## config.mk

```make
export PLATFORM = sky130hd
export DESIGN_NAME = rv_instr_encoder
export DESIGN_NICKNAME = d
export VERILOG_FILES = /design/src/rtl/rv_isa_pkg.sv /design/src/rtl/rv_sync_fifo.sv /design/src/rtl/rv_instr_encoder.sv
export SDC_FILE = /design/constraint.sdc
export NUM_CORES = 1
export LEC_CHECK = 0
export ABC_AREA = 0
export CAP_MARGIN = 20
export CELL_PAD_IN_SITES_DETAIL_PLACEMENT = 0
export CELL_PAD_IN_SITES_GLOBAL_PLACEMENT = 2
export CORE_ASPECT_RATIO = 0.9
export CORE_UTILIZATION = 31
export DETAILED_ROUTE_END_ITERATION = 8
export PLACE_DENSITY_LB_ADDON = 0.1
export SYNTH_ARGS = -nofsm -noshare
export SYNTH_HDL_FRONTEND = slang
export SYNTH_SLANG_ARGS = --single-unit
```

## constraint.sdc

```tcl
create_clock -name clk -period 3.5 [get_ports clk]
set_input_delay 0.35 -clock clk [delete_from_list [all_inputs] [get_ports clk]]
set_output_delay 0.35 -clock clk [all_outputs]
set_load 0.01 [all_outputs]
```

## src/rtl/rv_isa_pkg.sv

```systemverilog
// ---------------------------------------------------------------------------
// rv_isa_pkg
// Purpose : Shared RV32I/M ALU encodings. The instruction encoder and the ALU
//           decoder both import this package so they agree on every field.
// Contents: op_e operation enum (matches the encoder's in_op numbering),
//           major opcodes, funct3/funct7 constants and small lookup helpers.
// ---------------------------------------------------------------------------
package rv_isa_pkg;

  typedef enum logic [3:0] {
    OP_ADD  = 4'd0,
    OP_SUB  = 4'd1,
    OP_MUL  = 4'd2,
    OP_AND  = 4'd3,
    OP_OR   = 4'd4,
    OP_XOR  = 4'd5,
    OP_SLT  = 4'd6,
    OP_SLTU = 4'd7,
    OP_SRA  = 4'd8,
    OP_SRL  = 4'd9,
    OP_SLL  = 4'd10
  } op_e;

  localparam logic [3:0] OP_LAST = 4'd10;

  localparam logic [6:0] OPC_OP     = 7'b0110011;
  localparam logic [6:0] OPC_OP_IMM = 7'b0010011;

  localparam logic [2:0] F3_ADD  = 3'b000;
  localparam logic [2:0] F3_SLL  = 3'b001;
  localparam logic [2:0] F3_SLT  = 3'b010;
  localparam logic [2:0] F3_SLTU = 3'b011;
  localparam logic [2:0] F3_XOR  = 3'b100;
  localparam logic [2:0] F3_SR   = 3'b101;
  localparam logic [2:0] F3_OR   = 3'b110;
  localparam logic [2:0] F3_AND  = 3'b111;

  localparam logic [6:0] F7_BASE   = 7'b0000000;
  localparam logic [6:0] F7_ALT    = 7'b0100000;
  localparam logic [6:0] F7_MULDIV = 7'b0000001;

  // funct3 for an operation; unknown ops map to the ADD group (they are
  // flagged illegal separately and never enqueued).
  function automatic logic [2:0] funct3_of(input logic [3:0] op);
    logic [2:0] f3;
    case (op)
      OP_ADD, OP_SUB, OP_MUL: f3 = F3_ADD;
      OP_SLL:                 f3 = F3_SLL;
      OP_SLT:                 f3 = F3_SLT;
      OP_SLTU:                f3 = F3_SLTU;
      OP_XOR:                 f3 = F3_XOR;
      OP_SRL, OP_SRA:         f3 = F3_SR;
      OP_OR:                  f3 = F3_OR;
      OP_AND:                 f3 = F3_AND;
      default:                f3 = F3_ADD;
    endcase
    return f3;
  endfunction

  // funct7 for an operation; also valid for immediate shifts (SRAI uses ALT).
  function automatic logic [6:0] funct7_of(input logic [3:0] op);
    logic [6:0] f7;
    case (op)
      OP_SUB, OP_SRA: f7 = F7_ALT;
      OP_MUL:         f7 = F7_MULDIV;
      default:        f7 = F7_BASE;
    endcase
    return f7;
  endfunction

  // True for the three shift operations (immediate form carries shamt).
  function automatic logic op_is_shift(input logic [3:0] op);
    logic sh;
    case (op)
      OP_SLL, OP_SRL, OP_SRA: sh = 1'b1;
      default:                sh = 1'b0;
    endcase
    return sh;
  endfunction

endpackage

```

## src/rtl/rv_sync_fifo.sv

```systemverilog
// ---------------------------------------------------------------------------
// rv_sync_fifo
// Purpose : Small synchronous FIFO with show-ahead output (head word is
//           visible on data_o whenever valid_o is high, zero when empty).
// Ports   : clk, rst (sync, active-low), push_i/data_i write side,
//           pop_i read side, data_o/valid_o head word, count_o occupancy.
// DEPTH must be a power of two >= 2 so the pointers wrap naturally.
// ---------------------------------------------------------------------------
module rv_sync_fifo #(
  parameter int WIDTH = 32,
  parameter int DEPTH = 2
) (
  input  logic                     clk,
  input  logic                     rst,
  input  logic                     push_i,
  input  logic [WIDTH-1:0]         data_i,
  input  logic                     pop_i,
  output logic [WIDTH-1:0]         data_o,
  output logic                     valid_o,
  output logic [$clog2(DEPTH):0]   count_o
);

  localparam int AW = $clog2(DEPTH);
  localparam int CW = AW + 1;
  localparam logic [CW-1:0] FULL_CNT = CW'(DEPTH);

  logic [WIDTH-1:0] mem_q [DEPTH];
  logic [AW-1:0]    wr_ptr_q, wr_ptr_d;
  logic [AW-1:0]    rd_ptr_q, rd_ptr_d;
  logic [CW-1:0]    count_q, count_d;
  logic             do_push_s, do_pop_s;

  // Guarded push/pop and next-state for pointers and occupancy.
  always_comb begin
    do_pop_s  = pop_i && (count_q != '0);
    // A push into a full FIFO is only taken when a pop frees a slot.
    do_push_s = push_i && ((count_q != FULL_CNT) || do_pop_s);
    wr_ptr_d  = wr_ptr_q;
    rd_ptr_d  = rd_ptr_q;
    count_d   = count_q;
    if (do_push_s) begin
      wr_ptr_d = wr_ptr_q + AW'(1);
    end else begin
      wr_ptr_d = wr_ptr_q;
    end
    if (do_pop_s) begin
      rd_ptr_d = rd_ptr_q + AW'(1);
    end else begin
      rd_ptr_d = rd_ptr_q;
    end
    if (do_push_s && !do_pop_s) begin
      count_d = count_q + CW'(1);
    end else if (!do_push_s && do_pop_s) begin
      count_d = count_q - CW'(1);
    end else begin
      count_d = count_q;
    end
  end

  // Pointer and occupancy registers; reset discards all contents.
  always_ff @(posedge clk) begin
    if (!rst) begin
      wr_ptr_q <= '0;
      rd_ptr_q <= '0;
      count_q  <= '0;
    end else begin
      wr_ptr_q <= wr_ptr_d;
      rd_ptr_q <= rd_ptr_d;
      count_q  <= count_d;
    end
  end

  // Storage array; stale entries are harmless because data_o is masked.
  always_ff @(posedge clk) begin
    if (do_push_s) begin
      mem_q[wr_ptr_q] <= data_i;
    end
  end

  assign valid_o = (count_q != '0);
  assign data_o  = valid_o ? mem_q[rd_ptr_q] : '0;
  assign count_o = count_q;

endmodule

```

## src/rtl/rv_instr_encoder.sv

```systemverilog
// ---------------------------------------------------------------------------
// rv_instr_encoder
// Purpose : Builds RV32I/M R-type and I-type ALU instruction words from
//           decoded fields, drops illegal requests (with a one-cycle error
//           pulse) and streams legal words out through a small FIFO.
// Ports   : clk, rst (sync, active-low)
//           in_valid/in_ready + in_op, in_imm_sel, in_rd, in_rs1, in_rs2,
//           in_imm  : request side
//           out_valid/out_ready + out_code : encoded word stream
//           err_illegal : pulse, previous accepted request was illegal
//           issued_cnt  : number of words popped, wraps
// ---------------------------------------------------------------------------
module rv_instr_encoder #(
  parameter int DEPTH = 2,
  parameter int CNT_W = 16
) (
  input  logic             clk,
  input  logic             rst,
  input  logic             in_valid,
  output logic             in_ready,
  input  logic [3:0]       in_op,
  input  logic             in_imm_sel,
  input  logic [4:0]       in_rd,
  input  logic [4:0]       in_rs1,
  input  logic [4:0]       in_rs2,
  input  logic [11:0]      in_imm,
  output logic             out_valid,
  input  logic             out_ready,
  output logic [31:0]      out_code,
  output logic             err_illegal,
  output logic [CNT_W-1:0] issued_cnt
);

  import rv_isa_pkg::*;

  localparam int CW = $clog2(DEPTH) + 1;

  logic [2:0]       f3_s;
  logic [6:0]       f7_s;
  logic             is_shift_s;
  logic             illegal_s;
  logic [31:0]      code_s;
  logic             accept_s, push_s, pop_s;
  logic [CW-1:0]    fifo_count_s;
  logic             err_q, err_d;
  logic [CNT_W-1:0] cnt_q, cnt_d;

  // Field lookup, legality check and word assembly for the current request.
  always_comb begin
    f3_s       = funct3_of(in_op);
    f7_s       = funct7_of(in_op);
    is_shift_s = op_is_shift(in_op);
    illegal_s  = 1'b0;
    if (in_op > OP_LAST) begin
      illegal_s = 1'b1;
    end else if (in_imm_sel && ((in_op == OP_SUB) || (in_op == OP_MUL))) begin
      illegal_s = 1'b1;
    end else if (in_imm_sel && is_shift_s && (in_imm[11:5] != 7'd0)) begin
      // Immediate shifts only have a 5-bit shamt; upper bits must be zero.
      illegal_s = 1'b1;
    end else begin
      illegal_s = 1'b0;
    end
    code_s = 32'd0;
    if (!in_imm_sel) begin
      code_s = {f7_s, in_rs2, in_rs1, f3_s, in_rd, OPC_OP};
    end else if (is_shift_s) begin
      code_s = {f7_s, in_imm[4:0], in_rs1, f3_s, in_rd, OPC_OP_IMM};
    end else begin
      code_s = {in_imm, in_rs1, f3_s, in_rd, OPC_OP_IMM};
    end
  end

  // Handshake: ready depends only on registered occupancy and the pop side.
  assign in_ready = (fifo_count_s < CW'(DEPTH)) || (out_valid && out_ready);
  assign accept_s = in_valid && in_ready;
  assign push_s   = accept_s && !illegal_s;
  assign pop_s    = out_valid && out_ready;

  rv_sync_fifo #(
    .WIDTH (32),
    .DEPTH (DEPTH)
  ) u_fifo (
    .clk     (clk),
    .rst     (rst),
    .push_i  (push_s),
    .data_i  (code_s),
    .pop_i   (pop_s),
    .data_o  (out_code),
    .valid_o (out_valid),
    .count_o (fifo_count_s)
  );

  // Next state for the error pulse and the issued-word counter.
  always_comb begin
    err_d = accept_s && illegal_s;
    cnt_d = cnt_q;
    if (pop_s) begin
      cnt_d = cnt_q + CNT_W'(1);
    end else begin
      cnt_d = cnt_q;
    end
  end

  // Error pulse and issued counter registers.
  always_ff @(posedge clk) begin
    if (!rst) begin
      err_q <= 1'b0;
      cnt_q <= '0;
    end else begin
      err_q <= err_d;
      cnt_q <= cnt_d;
    end
  end

  assign err_illegal = err_q;
  assign issued_cnt  = cnt_q;

endmodule

```

==> flow_summary.json, run 1 <==
{
  "vias_per_cell": 4.54,
  "yosys_warnings": 0,
  "drc": 0,
  "skew_ps": 5.42,
  "die_area_um2": 11000,
  "async_flop_share_pct": 0,
  "cts-root-buf": "clkbuf_16",
  "dr.pass1.iters": 4,
  "finalSetupTns_ps": 0,
  "tritoncts": "built",
  "crit_path_end_kind": "primary output",
  "min_period_over_period_pct": 73.5,
  "max_stage_delay_ps": 540,
  "worst_slew_pin_slew_ps": 832,
  "design_area_um2": 4510,
  "first_iter_violations": 79,
  "synth_area_per_cell_um2": 12.1,
  "path_clk_slew_ps": 60,
  "grt-ovfl-total": 0,
  "relSlewSlack_pct": 44.5,
  "cp_data_arrival_time_ps": 2220,
  "hold_class": "reg2reg",
  "dp_hpwl_mm": 4.79,
  "drive_gt1_share_pct": 8.91,
  "clock_path_buffers": 2,
  "drt-total-wl_mm": 6.94,
  "rsz0062_at_grt": "no",
  "portBuffers": 83,
  "coreArea_um2": 10200,
  "syn_area_um2": 3280,
  "ctsHoldBuffers": 0,
  "wire_per_inst_um": 14.2,
  "rows": 35,
  "drv_cap": 0,
  "antenna_found_initial": 0,
  "synthToLayoutAreaGrowth_pct": 37.6,
  "powerDensity_nw_per_um2": 649,
  "grt_pass1_wl_mm": 11.1,
  "grt_pass1_vias": 2142,
  "die_y_um": 99.6,
  "min_period_ps": 2570,
  "io_pins": 87,
  "worstPathRequired_ps": 3150,
  "critPathKind": "reg2out",
  "crit_chain": "nor2_2 -> buf_4 -> buf_4 -> nor2_1 -> clkdlybuf4s50_1",
  "cp_slowest_cell": "nor2_2",
  "final_cell_mix": "83 x clkdlybuf4s50_1, 52 x edfxtp_1, 40 x nor2_1",
  "placed_cells": 472,
  "die_w_um": 110,
  "ys_seq_elements": 74,
  "clock.fmax_mhz": 389,
  "htree_levels": 3,
  "grt_max_degree": 27,
  "grtUsageTotal_pct": 13.6,
  "status": "finished clean",
  "num_vias": 2216,
  "gp_congestion": 0.688,
  "cts_setup_buffers": 0,
  "numClockSinks": 74,
  "peakVddDrop_mv": 0.298,
  "report.final.slew_viol_count": 0,
  "postPlaceCellArea_um2": 4210,
  "synth-edff-count": 52,
  "worstSetupStartpointType": "flip-flop",
  "clock_latency_ps": 320,
  "cts_resized": 0,
  "critPathMostFrequentCell": "buf_4",
  "diodes": 0,
  "leakage_nw": 1.54,
  "ys_seq_area_share_pct": 61.1,
  "setup_viol": 0,
  "synthFlopType": "edfxtp_1",
  "synth_cells": 271,
  "crit_fanout": 15,
  "synth_cell_types": 42,
  "timing.final.ws_setup_ps": 928,
  "antenna_left": 0,
  "hold_viol_final": 0,
  "final_common_cell": "clkdlybuf4s50_1",
  "place_ws_ps": 736,
  "initial_core_util_pct": 32.0,
  "fin_cells": 488,
  "cts_buffers": 9,
  "fin_nets": 392
}
-- state kept, by name, summed over array words and instances, names as in the netlist, named ones only --
signal and flops:
u_fifo.rd_ptr_q 1, u_fifo.wr_ptr_q 1, u_fifo.mem_q 52, issued_cnt 16, err_illegal 1, u_fifo.count_o 2
-- metal layers --
metal  GRT usage [%]  up-vias  share of wire [%]
li1                -     1134                  -
met4            3.64        0                1.0
met2            20.6       64                 45
met1            18.3     1013                 48
met5               0        -                  0
met3            5.05        5                5.8
-- cells by family after synthesis --
kind of cell	share of synthesized area [%]
buffers and inverters	3.74
flip-flops	61.1
other	0.114
adder cells (fa/ha/maj)	0.763
multiplexers	10.6
XOR/XNOR	3.47
AO/OA/AOI/OAI	5.95
AND/OR/NAND/NOR	14.3
-- final timing paths --
check / end / slack, ps / from / cells after the start
min: issued_cnt[15] / 490 / issued_cnt[15] / 2
max: out_code[30] / 930 / u_fifo.count_o[1] / 5
max reg2reg: u_fifo.mem_q[0][14] / 1720 / u_fifo.count_o[1] / 5
min reg2reg: issued_cnt[15] / 490 / issued_cnt[15] / 2
-- through the flow --
step	power, W	util (%)	hold slack [ps]
CTS	0.00298	44.0	499
finish	0.00293	44.0	495
detailed placement	0.00207	41.1	484
floorplan	0.00160	-	449
global route	0.00311	44.0	520
global placement	0.00207	41.1	480
-- worst max-delay path, delay by kind of cell (launching register included) --
| family | cells | cell delay [ps] |
|---|---|---|
| DFF | 1 | 360 |
| and+or+nand+nor | 2 | 580 |
| buffers and inverters | 3 | 950 |
-- Yosys cell counts (2+ instances only) --
cell type	count	area (um^2)
edfxtp_1	52	1560
nor2_1	41	154
mux2i_1	29	290
dfxtp_1	22	440
nand2_1	16	60.1
a21oi_1	11	55.1
o21ai_0	8	40.0
xor2_1	7	61.3
and2_1	6	37.5
buf_4	6	45.0
inv_1	6	22.5
or3_1	6	37.5
xnor2_1	6	52.6
buf_2	5	25.0
clkbuf_1	5	18.8
mux2_2	5	56.3
nand2b_1	5	31.3
nand3_1	3	15.0
nand4_1	3	18.8
nor3_1	3	15.0
nor4_1	3	18.8
and4_1	2	17.5
ha_1	2	25.0
-- cell type report --
cell class                      instances  area (um^2)
Sequential cell                        74         2000
Clock buffer                           11          233
Tap cell                              129          161
Clock inverter                          5         62.6
Inverter                                6         22.5
Multi-Input combinational cell        176         1170
Timing Repair Buffer                   87          861
Fill cell                             995         5740
-- power by group --
part	internal, W	switching [W]	total (W)
sequential	0.00102	0.000103	0.00112
combinational	0.000504	0.000402	0.000906
clock	0.000555	0.000341	0.000896
total	0.00208	0.000846	0.00293
(Power assumes the default switching activity.)
==> run 2: changes to the inputs <==
CORE_UTILIZATION = 28   (was 31)
clock period = 2.3 ns   (was 3.5 ns; I/O delays follow)
==> run 2 against run 1 <==
Effect of this change:
- core utilization shrank 3.0 points
- clock skew is essentially flat
- hold slack lost 9.8 ps
- clock power grew 48%
- critical endpoint is now u_fifo.count_o[1]
- highest routed layer unchanged
==> flow_summary.json, run 2 (synthesis results as in run 1) <==
{
  "rows": 37,
  "antenna_found_initial": 0,
  "drive_gt1_share_pct": 13.5,
  "peakVddDrop_mv": 0.405,
  "worstPathRequired_ps": 2560,
  "skew_ps": 5.88,
  "synthToLayoutAreaGrowth_pct": 43.1,
  "clock_path_buffers": 2,
  "antenna_left": 0,
  "io_pins": 87,
  "final_cell_mix": "83 x clkdlybuf4s50_1, 52 x edfxtp_1, 40 x nor2_1",
  "cts_buffers": 9,
  "cts_resized": 0,
  "cp_data_arrival_time_ps": 2320,
  "diodes": 0,
  "grtUsageMet2_pct": 19.5,
  "gp_congestion": 0.674,
  "coreArea_um2": 11400,
  "initial_core_util_pct": 28.7,
  "die_y_um": 105,
  "die_w_um": 116,
  "fin_nets": 411,
  "postPlaceCellArea_um2": 4400,
  "status": "finished clean",
  "setup_viol": 0,
  "drt-total-wl_mm": 7.45,
  "clock.fmax_mhz": 485,
  "cts_setup_buffers": 0,
  "crit_fanout": 3,
  "wire_per_inst_um": 14.0,
  "fillers": 1108,
  "hold_class": "in2reg",
  "placed_cells": 518,
  "met1_usage_pct": 17.5,
  "tritoncts": "built",
  "final_common_cell": "clkdlybuf4s50_1",
  "design_area_um2": 4690,
  "vias_per_cell": 4.39,
  "grt_util_met3_pct": 4.87,
  "grt-busiest-layer": "met2",
  "rsz0062_at_grt": "no",
  "drc": 0,
  "holdPathEnd": "u_fifo.mem_q[0][16]",
  "clock_latency_ps": 330,
  "grt_pass1_wl_mm": 11.8,
  "reg2regPathDepth": 6,
  "timing.final.ws_setup_ps": 239,
  "portBuffers": 83,
  "r2r-end": "u_fifo.count_o[1]",
  "cts-root-buf": "clkbuf_16",
  "grt-ovfl-total": 0,
  "hold_depth": 1,
  "critPathKind": "in2reg",
  "die_area_um2": 12100,
  "grt_max_degree": 28,
  "num_vias": 2342,
  "grtUsageTotal_pct": 13.1,
  "report.final.slew_viol_count": 0,
  "crit_path_end_kind": "flip-flop",
  "first_iter_violations": 96,
  "seqCellArea_um2": 2000,
  "min_period_over_period_pct": 89.6,
  "path_clk_slew_ps": 60,
  "powerDensity_nw_per_um2": 957,
  "ff2ff_setup_slack_ps": 550,
  "dp_hpwl_mm": 5.25,
  "hold_path_startpoint": "in_rs1[1]",
  "numClockSinks": 74,
  "min_period_ps": 2060,
  "dr.pass1.iters": 4,
  "regMostFlops": "u_fifo.mem_q",
  "r2r-start": "u_fifo.count_o[1]",
  "hold_viol_final": 0,
  "fin_cells": 534,
  "ctsHoldBuffers": 0,
  "leakage_nw": 1.64,
  "largest_reg_flops": 52,
  "multi_input_area_um2": 1170,
  "place_ws_ps": -106,
  "htree_levels": 3,
  "drv_cap": 0,
  "worstSetupStartpointType": "input pin",
  "grt_pass1_vias": 2337
}
## run 2: changes by cell type in the layout (fill, tap and decap cells not counted), sizes merged
| cell | previous run | this run |
|---|---|---|
| inv | 7 | 6 |
| clkinv | 1 | 5 |
| clkbuf | 11 | 10 |
| clkinvlp | 2 | 0 |
| buf | 4 | 23 |
## run 2: worst max path at each step
| stage | start | to | slack, ps | cells past startpoint |
|---|---|---|---|---|
| 2_1_floorplan | in_op[0] | u_fifo.mem_q[0][10] | 90 | 5 |
| 3_3_place_gp | in_imm[7] | u_fifo.count_o[1] | -100 | 7 |
| 3_5_place_dp | in_imm[6] | u_fifo.count_o[1] | -110 | 7 |
| 4_1_cts | u_fifo.count_o[0] | out_code[30] | 210 | 4 |
| 5_1_grt | in_imm[6] | u_fifo.count_o[1] | 150 | 7 |
| 6_report | in_imm[7] | u_fifo.count_o[1] | 240 | 7 |
## run 2: stage by stage
step / utilization (%) / TNS (ps) / hold WS [ps] / total power, W
after global routing: 41.0 / 0 / 473 / 0.00474
after detailed placement: 38.5 / -1450 / 488 / 0.00322
after CTS: 41.0 / 0 / 475 / 0.00458
after floorplan: - / 0 / 329 / 0.00243
final: 41.0 / 0 / 485 / 0.00449
after global placement: 38.5 / -1360 / 479 / 0.00321
## run 2: layer usage
metal | routed length, um | part of all wire (%)
met4 | 95 | 1.3
met5 | 0 | 0
met1 | 3600 | 48
met2 | 3310 | 44
met3 | 447 | 6.0
## run 2: worst max-delay path: stages
cell and delay, ps:
clkdlybuf4s50_1 420, nor4_1 430, nand2_1 140, a211oi_1 320, ha_1 310, or3_1 340, a21oi_1 140
## run 2: final cells by class
cell class | instances | share of cell area (%)
well taps | 156 | 4.16
repair buffers | 106 | 21.7
flip-flops and latches | 74 | 42.7
clock inverters | 6 | 1.23
clock buffers | 10 | 4.88
inverters | 6 | 0.480
multi-input cells | 176 | 24.9
## run 2: power by group
| part | leakage [nW] | total [W] | internal (W) | switching [W] |
|---|---|---|---|---|
| Sequential | 0.659 | 0.00163 | 0.00155 | 0.0000769 |
| Combinational | 0.839 | 0.00153 | 0.000807 | 0.000720 |
| Clock | 0.144 | 0.00133 | 0.000831 | 0.000502 |
| Total | 1.64 | 0.00449 | 0.00319 | 0.00130 |
